$ cat config.mk
export PLATFORM = sky130hd
export DESIGN_NAME = vram_arbiter
export DESIGN_NICKNAME = d
export VERILOG_FILES = /design/src/rtl/vram_arbiter.sv
export SDC_FILE = /design/constraint.sdc
export NUM_CORES = 1
export LEC_CHECK = 0
export CAP_MARGIN = 20
export CORE_MARGIN = 10
export CORE_UTILIZATION = 42
export DETAILED_ROUTE_END_ITERATION = 8
export PLACE_DENSITY = 0.77
export SYNTH_ARGS = -nofsm -noshare
export SYNTH_HDL_FRONTEND = slang
export SYNTH_SLANG_ARGS = --single-unit
$ cat constraint.sdc
create_clock -name clk_sys -period 2.3 [get_ports clk_sys]
set_clock_uncertainty 0.15 [all_clocks]
set_input_delay 0.46 -clock clk_sys [delete_from_list [all_inputs] [get_ports clk_sys]]
set_output_delay 0.46 -clock clk_sys [all_outputs]
set_load 0.1 [all_outputs]
$ cat src/rtl/vram_arbiter.sv
// vram_arbiter: shares the single-port video RAM between the ULA video
// fetch, the CPU and the DMA/snapshot loader.
//
// Issue stage: one access per clk_sys is chosen from the requests visible
// in the current cycle and registered onto ram_*. Response stage: one clk
// later the read data is captured and the matching valid/ack pulse issued.
//
// Priority: video > promoted DMA > CPU > DMA. DMA is promoted above the CPU
// once dma_wait has reached DMA_MAX_WAIT consecutive denied cycles.
//
// Handshake: vid_req is a one-clock strobe, answered by a one-clock
// vid_valid two clocks later. cpu_req/dma_req are levels held until the
// matching *_ack pulse; the requester changes or drops req on the edge after
// it sees ack, so a requester is blocked both in the cycle after its issue
// and in the cycle its ack is visible.
//
// Optional feature: define VRAM_ARB_SNOW_EN to enable ULA snow. Video
// accesses issued while snow_ena=1 and the CPU requests the 01 address
// quarter then take address bits [6:0] from the CPU address.

module vram_arbiter #(
    parameter int AW           = 15,
    parameter int DW           = 8,
    parameter int DMA_MAX_WAIT = 15
) (
    input  logic          clk_sys,
    input  logic          reset,
    input  logic          vid_req,
    input  logic [AW-1:0] vid_addr,
    output logic [DW-1:0] vid_dout,
    output logic          vid_valid,
    input  logic          cpu_req,
    input  logic          cpu_we,
    input  logic [AW-1:0] cpu_addr,
    input  logic [DW-1:0] cpu_din,
    output logic [DW-1:0] cpu_dout,
    output logic          cpu_ack,
    input  logic          dma_req,
    input  logic          dma_we,
    input  logic [AW-1:0] dma_addr,
    input  logic [DW-1:0] dma_din,
    output logic [DW-1:0] dma_dout,
    output logic          dma_ack,
    input  logic          snow_ena,
    output logic [AW-1:0] ram_addr,
    output logic          ram_we,
    output logic [DW-1:0] ram_din,
    input  logic [DW-1:0] ram_dout
);

    // Access source, used both for the grant and for the in-flight access.
    localparam logic [1:0] SRC_NONE = 2'd0;
    localparam logic [1:0] SRC_VID  = 2'd1;
    localparam logic [1:0] SRC_CPU  = 2'd2;
    localparam logic [1:0] SRC_DMA  = 2'd3;

    localparam logic [7:0] WAIT_MAX = 8'(DMA_MAX_WAIT);

    logic [1:0]    grant;          // source chosen this cycle
    logic [1:0]    inflight_src;   // source issued on the last edge
    logic          inflight_we;    // in-flight access is a write
    logic [7:0]    dma_wait;       // consecutive cycles DMA was denied
    logic          vid_pend;       // video read in flight, data next edge
    logic          cpu_elig;
    logic          dma_elig;
    logic          dma_promoted;
    logic [AW-1:0] vid_issue_addr;

    assign vid_pend = (inflight_src == SRC_VID);

    // A requester is blocked in the cycle after its issue and while its ack shows.
    assign cpu_elig     = cpu_req && (inflight_src != SRC_CPU) && !cpu_ack;
    assign dma_elig     = dma_req && (inflight_src != SRC_DMA) && !dma_ack;
    assign dma_promoted = dma_elig && (dma_wait == WAIT_MAX);

`ifdef VRAM_ARB_SNOW_EN
    // Video address, with the low bits replaced by the CPU address during snow.
    always_comb begin
        vid_issue_addr = vid_addr;
        if (snow_ena && cpu_req && (cpu_addr[AW-1:AW-2] == 2'b01)) begin
            vid_issue_addr[6:0] = cpu_addr[6:0];
        end
    end
`else
    logic unused_snow;
    assign unused_snow = snow_ena;

    // Video address passes through unaltered when snow is not built in.
    always_comb begin
        vid_issue_addr = vid_addr;
    end
`endif

    // Fixed-priority grant: video, promoted DMA, CPU, DMA.
    always_comb begin
        grant = SRC_NONE;
        if (vid_req) begin
            grant = SRC_VID;
        end else if (dma_promoted) begin
            grant = SRC_DMA;
        end else if (cpu_elig) begin
            grant = SRC_CPU;
        end else if (dma_elig) begin
            grant = SRC_DMA;
        end
    end

    // Issue stage: register the granted access onto the RAM port.
    always_ff @(posedge clk_sys) begin
        if (reset) begin
            ram_addr     <= '0;
            ram_we       <= 1'b0;
            ram_din      <= '0;
            inflight_src <= SRC_NONE;
            inflight_we  <= 1'b0;
        end else begin
            ram_we       <= 1'b0;
            inflight_src <= grant;
            inflight_we  <= 1'b0;
            case (grant)
                SRC_VID: begin
                    ram_addr <= vid_issue_addr;
                end
                SRC_CPU: begin
                    ram_addr    <= cpu_addr;
                    ram_we      <= cpu_we;
                    inflight_we <= cpu_we;
                    if (cpu_we) begin
                        ram_din <= cpu_din;
                    end
                end
                SRC_DMA: begin
                    ram_addr    <= dma_addr;
                    ram_we      <= dma_we;
                    inflight_we <= dma_we;
                    if (dma_we) begin
                        ram_din <= dma_din;
                    end
                end
                default: begin
                end
            endcase
        end
    end

    // Response stage: capture read data and pulse the requester's valid/ack.
    always_ff @(posedge clk_sys) begin
        if (reset) begin
            vid_dout  <= '0;
            vid_valid <= 1'b0;
            cpu_dout  <= '0;
            cpu_ack   <= 1'b0;
            dma_dout  <= '0;
            dma_ack   <= 1'b0;
        end else begin
            vid_valid <= (inflight_src == SRC_VID);
            cpu_ack   <= (inflight_src == SRC_CPU);
            dma_ack   <= (inflight_src == SRC_DMA);
            if (inflight_src == SRC_VID) begin
                vid_dout <= ram_dout;
            end
            if ((inflight_src == SRC_CPU) && !inflight_we) begin
                cpu_dout <= ram_dout;
            end
            if ((inflight_src == SRC_DMA) && !inflight_we) begin
                dma_dout <= ram_dout;
            end
        end
    end

    // Anti-starvation counter: counts denied DMA cycles, saturating.
    always_ff @(posedge clk_sys) begin
        if (reset) begin
            dma_wait <= 8'd0;
        end else if (!dma_req || (grant == SRC_DMA)) begin
            dma_wait <= 8'd0;
        end else if (dma_wait != WAIT_MAX) begin
            dma_wait <= dma_wait + 8'd1;
        end
    end

endmodule

==> results of run 1 <==
per-layer routing:
metal  wire [um]  part of all wire  vias up  global-route usage
met1        3770              0.41     1346               0.191
li1            -                 -     1465                   -
met3         986              0.11       11              0.0729
met5           0                 0        -                   0
met4         142             0.015        0              0.0727
met2        4410              0.47      139               0.288
power by group through the flow:
stage               combinational (uW)  sequential, uW  clock [uW]
floorplan                          210            1560           0
detailed placement                 906            1170           0
CTS                                907            1150        1130
global route                       947            1160        1170
finish                             903            1150        1110
global placement                   898            1170           0
cell type report:
class                           instances  area [um^2]
Fill cell                             557         2040
Multi-Input combinational cell        233         1480
Timing Repair Buffer                  158         1380
Sequential cell                        61         1220
Clock buffer                           11          151
Tap cell                               77         96.3
Clock inverter                          5         81.3
Yosys cell counts (2+ instances only):
cell and instances:
clkbuf_1 19, nor2_1 18, o21ai_0 8, and2b_1 2
nand2_1 36, nor2b_1 5, buf_4 2, xnor2_1 4
a21oi_1 19, buf_2 3, nor3_2 2, a311oi_1 23
nor3_1 2, xor2_1 2, o31ai_1 15, nor4b_4 2
mux2i_1 9, dfxtp_1 61, a221oi_1 8, nand3_1 41
nor3b_1 2, buf_6 2, nand2b_1 20
worst paths after layout:
kind                            cells after the start                startpoint                  endpoint
worst max-delay path                                5  dma_wait[0]$_SDFFE_PP0P_   ram_din[7]$_SDFFE_PP0P_
worst max register to register                      5  dma_wait[0]$_SDFFE_PP0P_   ram_din[7]$_SDFFE_PP0P_
worst min-delay path                                2  dma_dout[6]$_SDFFE_PP0P_  dma_dout[6]$_SDFFE_PP0P_
worst min register to register                      2  dma_dout[6]$_SDFFE_PP0P_  dma_dout[6]$_SDFFE_PP0P_
worst register-to-register path: cells and delay by family (launching register included):
kind	cells	cell delay, ns
adders and majority gates	1	0.25
DFF	1	0.34
and+or+nand+nor	1	0.28
AOI/OAI and AO/OA	3	1.00
stage by stage:
stage / setup TNS, ns / cell area [um^2] / setup WS (ns) / cells
2_1_floorplan: 0 / 2830 / 0.0181 / 320
3_3_place_gp: -2.12 / 4180 / -0.127 / 529
3_5_place_dp: -2.48 / 4180 / -0.126 / 529
4_1_cts: 0 / 4420 / 0.214 / 545
5_1_grt: 0 / 4420 / 0.102 / 545
6_report: 0 / 4420 / 0.192 / 545
flip-flops by register name, indices dropped and copies added, names as in the netlist:
register / cells
cpu_ack: 1
cpu_dout: 8
dma_ack: 1
dma_dout: 8
dma_wait: 8
inflight_src: 2
inflight_we: 1
ram_addr: 15
ram_din: 8
vid_dout: 8
vid_valid: 1
logic make-up (layout without fill, tap and decap cells):
group                    count (synthesis)  in the layout
AND/OR/NAND/NOR                        138            138
AO/OA/AOI/OAI                           79             79
flip-flops                              61             61
buffers and inverters                   26            174
multiplexers                             9              9
XOR/XNOR                                 6              6
adder cells (fa/ha/maj)                  1              1
==> reports/metrics.csv, run 1 <==
metric,value,unit
status,"complete, no violations",
antenna_found_initial,0,
final_max_slew_viol_count,0,
overflow,0,
synthAdderAreaFrac,0.00442,
synth_top_family_by_area,simple AND/OR/NAND/NOR gates,
critical_path_class,register to register,
cap_viol_max_count,0,
diodes,0,
drt_pass1_iterations,4,
crit_fanout,9,
whs,0.307,ns
io-pin-count,128,
finalSetupViolations,0,
synth_ff_type,dfxtp_1,
cts_buffers,9,
routed_wl,9310,um
required,2.39,ns
path_delay_family,compound AO/OA/AOI/OAI gates,
hold_class,register to register,
postSynthAreaPerCell,8.84,um^2
hold_viol,0,
cts_tree,yes,
cts_setup_buffers,0,
synthArstFlopShare,0,
synth_xor_area_frac,0.0186,
synthSimpleGateAreaFrac,0.264,
drive_gt1_frac,0.239,
antenna_left,0,
p_leak,0.00170,uW
finalPower,3160,uW
synth_area,2830,um^2
grt_pass1_vias,2988,
syn_nets,398,
synthDistinctLibCells,38,
syn2layout_area_growth,56.1,%
irDropWorstVdd,0.000359,V
start_util,0.438,
tightest_slew,0.557,ns
seq_power_share,0.364,
root_buffer,clkbuf_8,
cts.htree.levels,3,
clock.fmax,474,MHz
core_area,6460,um^2
synth_mux_area_frac,0.0318,
cts.reportedPaths.clkPinSlew,0.07,ns
synth-seq-area-share,0.432,
end_kind,register,
synth_cells,320,
num_rows,29,
p_comb_frac,0.286,
yosys.area.top_type,dfxtp_1,
power.density,715,nW/um^2
cts.path.max_buffers,2,
post-route-period-util,0.917,
grt_pass1_wl,14600,um
p_int,2090,uW
routed_via_density,5.43,
wl_per_cell,17.1,um
layout_common_cells,"buf_4 (82), clkdlybuf4s50_1 (74), dfxtp_1 (60)",
clockPowerShare,0.350,
dpl.hpwl,7210,um
dieArea,10400,um^2
switchingPower,1070,uW
layout_commonest_cell,buf_4,
num-nets-final,541,
path_cells,"ha_1, and3_1, a211o_2, a22o_1, a311oi_1",
clock_sinks,61,
track_usage,0.173,
cts_hold_buf,0,
yosysWarningCount,0,
fin_util,0.684,
p_sw_frac,0.339,
rrSetupSlack,0.19,ns
max_slew_margin,0.628,
slowest_delay,0.37,ns
num_vias,2961,
ys_ff_latch,61,
grt_max_degree,32,
portBuffers,126,
drc,0,
place.gp.congestion,0.831,
synth-compound-area-share,0.206,
period_minus_slack,2.11,ns
rsz0062_at_grt,false,
synth_top_cell_area_share,0.432,
die_h,102,um
cp_num_buf_inv,0,
ctsResizeCount,0,
synth_edf_count,0,
critical_path_arrival,2.19,ns
crit_slowest_cell,a211o_2,
clock_latency,0.33,ns
fp.dieW,102,um
start_kind,register,
synth_area_leaders,"dfxtp_1 (43%), nand3_1 (7.3%), a311oi_1 (7.1%)",
drt_iter0_drc,95,
(Power assumes the default switching activity.)
==> run 2, diff against run 1 <==
--- a/config.mk
+++ b/config.mk
@@ -7,9 +7,11 @@
 export LEC_CHECK = 0
 export CAP_MARGIN = 20
 export CORE_MARGIN = 10
-export CORE_UTILIZATION = 42
+export CORE_UTILIZATION = 43
+export CTS_BUF_LIST = sky130_fd_sc_hd__clkbuf_4
 export DETAILED_ROUTE_END_ITERATION = 8
-export PLACE_DENSITY = 0.77
+export PLACE_DENSITY = 0.78
+export REMOVE_ABC_BUFFERS = 1
 export SYNTH_ARGS = -nofsm -noshare
 export SYNTH_HDL_FRONTEND = slang
 export SYNTH_SLANG_ARGS = --single-unit
==> reports/metrics.csv, run 2 (synthesis results as in run 1) <==
metric,value,unit
drc,0,
post-route-period-util,0.926,
num-nets-final,533,
path_cells,"ha_1, and3_1, a211o_2, a22o_1, a311oi_1",
tightest_slew,0.553,ns
track_usage,0.175,
grt_max_degree,32,
irDropWorstVdd,0.000396,V
routed_wl,9380,um
rr_endpoint,ram_din[0]$_SDFFE_PP0P_,
cts_setup_buffers,0,
final_max_slew_viol_count,0,
ctsResizeCount,0,
hold_class,input pin to register,
dp_slack,-0.148,ns
routed_via_density,5.47,
io-pin-count,128,
finalPower,2790,uW
cp_num_buf_inv,0,
crit_slowest_cell,a211o_2,
grt_pass1_wl,14500,um
slowest_delay,0.41,ns
syn2layout_area_growth,50.5,%
rr_worst_depth,5,
top_register,ram_addr,
grt_pass1_vias,2964,
fin_util,0.667,
portBuffers,126,
period_minus_slack,2.13,ns
cts.path.max_buffers,2,
critical_path_class,register to register,
die_h,101,um
largest_reg_flops,15,
end_kind,register,
final_area,4260,um^2
dpl.hpwl,7220,um
diodes,0,
wl_per_cell,17.5,um
critical_path_arrival,2.29,ns
rrSetupSlack,0.17,ns
drive_gt1_frac,0.222,
dieArea,10200,um^2
reg2reg_from,dma_wait[0]$_SDFFE_PP0P_,
min_to,vid_dout[2]$_SDFFE_PP0P_,
antenna_found_initial,0,
final_cells,537,
num_vias,2936,
fillers,550,
rsz0062_at_grt,false,
clock_latency,0.41,ns
clock.fmax,470,MHz
cts.reportedPaths.clkPinSlew,0.10,ns
cap_viol_max_count,0,
dp_cells,521,
hold_viol,0,
start_util,0.443,
required,2.46,ns
status,"complete, no violations",
root_buffer,clkbuf_4,
path_delay_family,compound AO/OA/AOI/OAI gates,
min-delay-start,reset,
core_area,6390,um^2
cts_buffers,9,
post_dp_cell_area,4120,um^2
max_slew_margin,0.631,
cts_hold_buf,0,
fp.dieW,101,um
drt_pass1_iterations,4,
antenna_left,0,
num_rows,29,
drt_iter0_drc,117,
overflow,0,
cts.htree.levels,3,
finalSetupViolations,0,
p_leak,0.00162,uW
hold_depth,2,
fin_ws,0.170,ns
layout_common_cells,"clkdlybuf4s50_1 (74), buf_4 (74), dfxtp_1 (61)",
place.gp.congestion,0.800,
crit_fanout,11,
clock_sinks,61,
cts_tree,yes,
start_kind,register,
power.density,655,nW/um^2
run 2: metrics by stage:
| step | hold WS [ns] | TNS [ns] |
|---|---|---|
| CTS | 0.183 | 0 |
| finish | 0.197 | 0 |
| floorplan | 0.338 | -4.19 |
| global route | 0.174 | 0 |
| detailed placement | 0.298 | -2.13 |
| global placement | 0.294 | -1.07 |
run 2: routing by layer:
metal / vias to the layer above / global-route usage / routed length, um
li1: 1450 / - / -
met1: 1358 / 0.204 / 3890
met2: 111 / 0.286 / 4500
met3: 17 / 0.0597 / 791
met4: 0 / 0.0750 / 207
met5: - / 0 / 0
run 2: layout make-up:
cell class | instances | area, um^2 | area share
Multi-Input combinational cell | 233 | 1480 | 0.349
Timing Repair Buffer | 150 | 1320 | 0.310
Sequential cell | 61 | 1220 | 0.287
Tap cell | 77 | 96.3 | 0.0226
Clock buffer | 11 | 82.6 | 0.0194
Clock inverter | 5 | 51.3 | 0.0121
run 2: how the worst max path moves through the flow:
stage / start / endpoint / slack (ns) / cells past startpoint
final: dma_wait[0]$_SDFFE_PP0P_ / ram_din[0]$_SDFFE_PP0P_ / 0.17 / 5
after global routing: dma_wait[0]$_SDFFE_PP0P_ / ram_din[0]$_SDFFE_PP0P_ / 0.05 / 5
after CTS: dma_wait[0]$_SDFFE_PP0P_ / ram_din[0]$_SDFFE_PP0P_ / 0.15 / 5
after detailed placement: dma_req / ram_addr[8]$_SDFFE_PP0P_ / -0.15 / 6
after global placement: dma_req / ram_addr[9]$_SDFFE_PP0P_ / -0.09 / 6
after floorplan: dma_ack$_SDFF_PP0_ / ram_addr[0]$_SDFFE_PP0P_ / -0.20 / 4
run 2: worst reg2reg max path, cell delays in order (launching register included):
cell and delay [ns]:
dfxtp_1 0.35, ha_1 0.24, and3_1 0.27, a211o_2 0.41
a22o_1 0.35, a311oi_1 0.28
run 2: report_power, final:
| part | switching, uW | total [uW] | internal, uW |
|---|---|---|---|
| Combinational | 597 | 889 | 292 |
| Sequential | 35.5 | 1150 | 1110 |
| Clock | 400 | 749 | 349 |
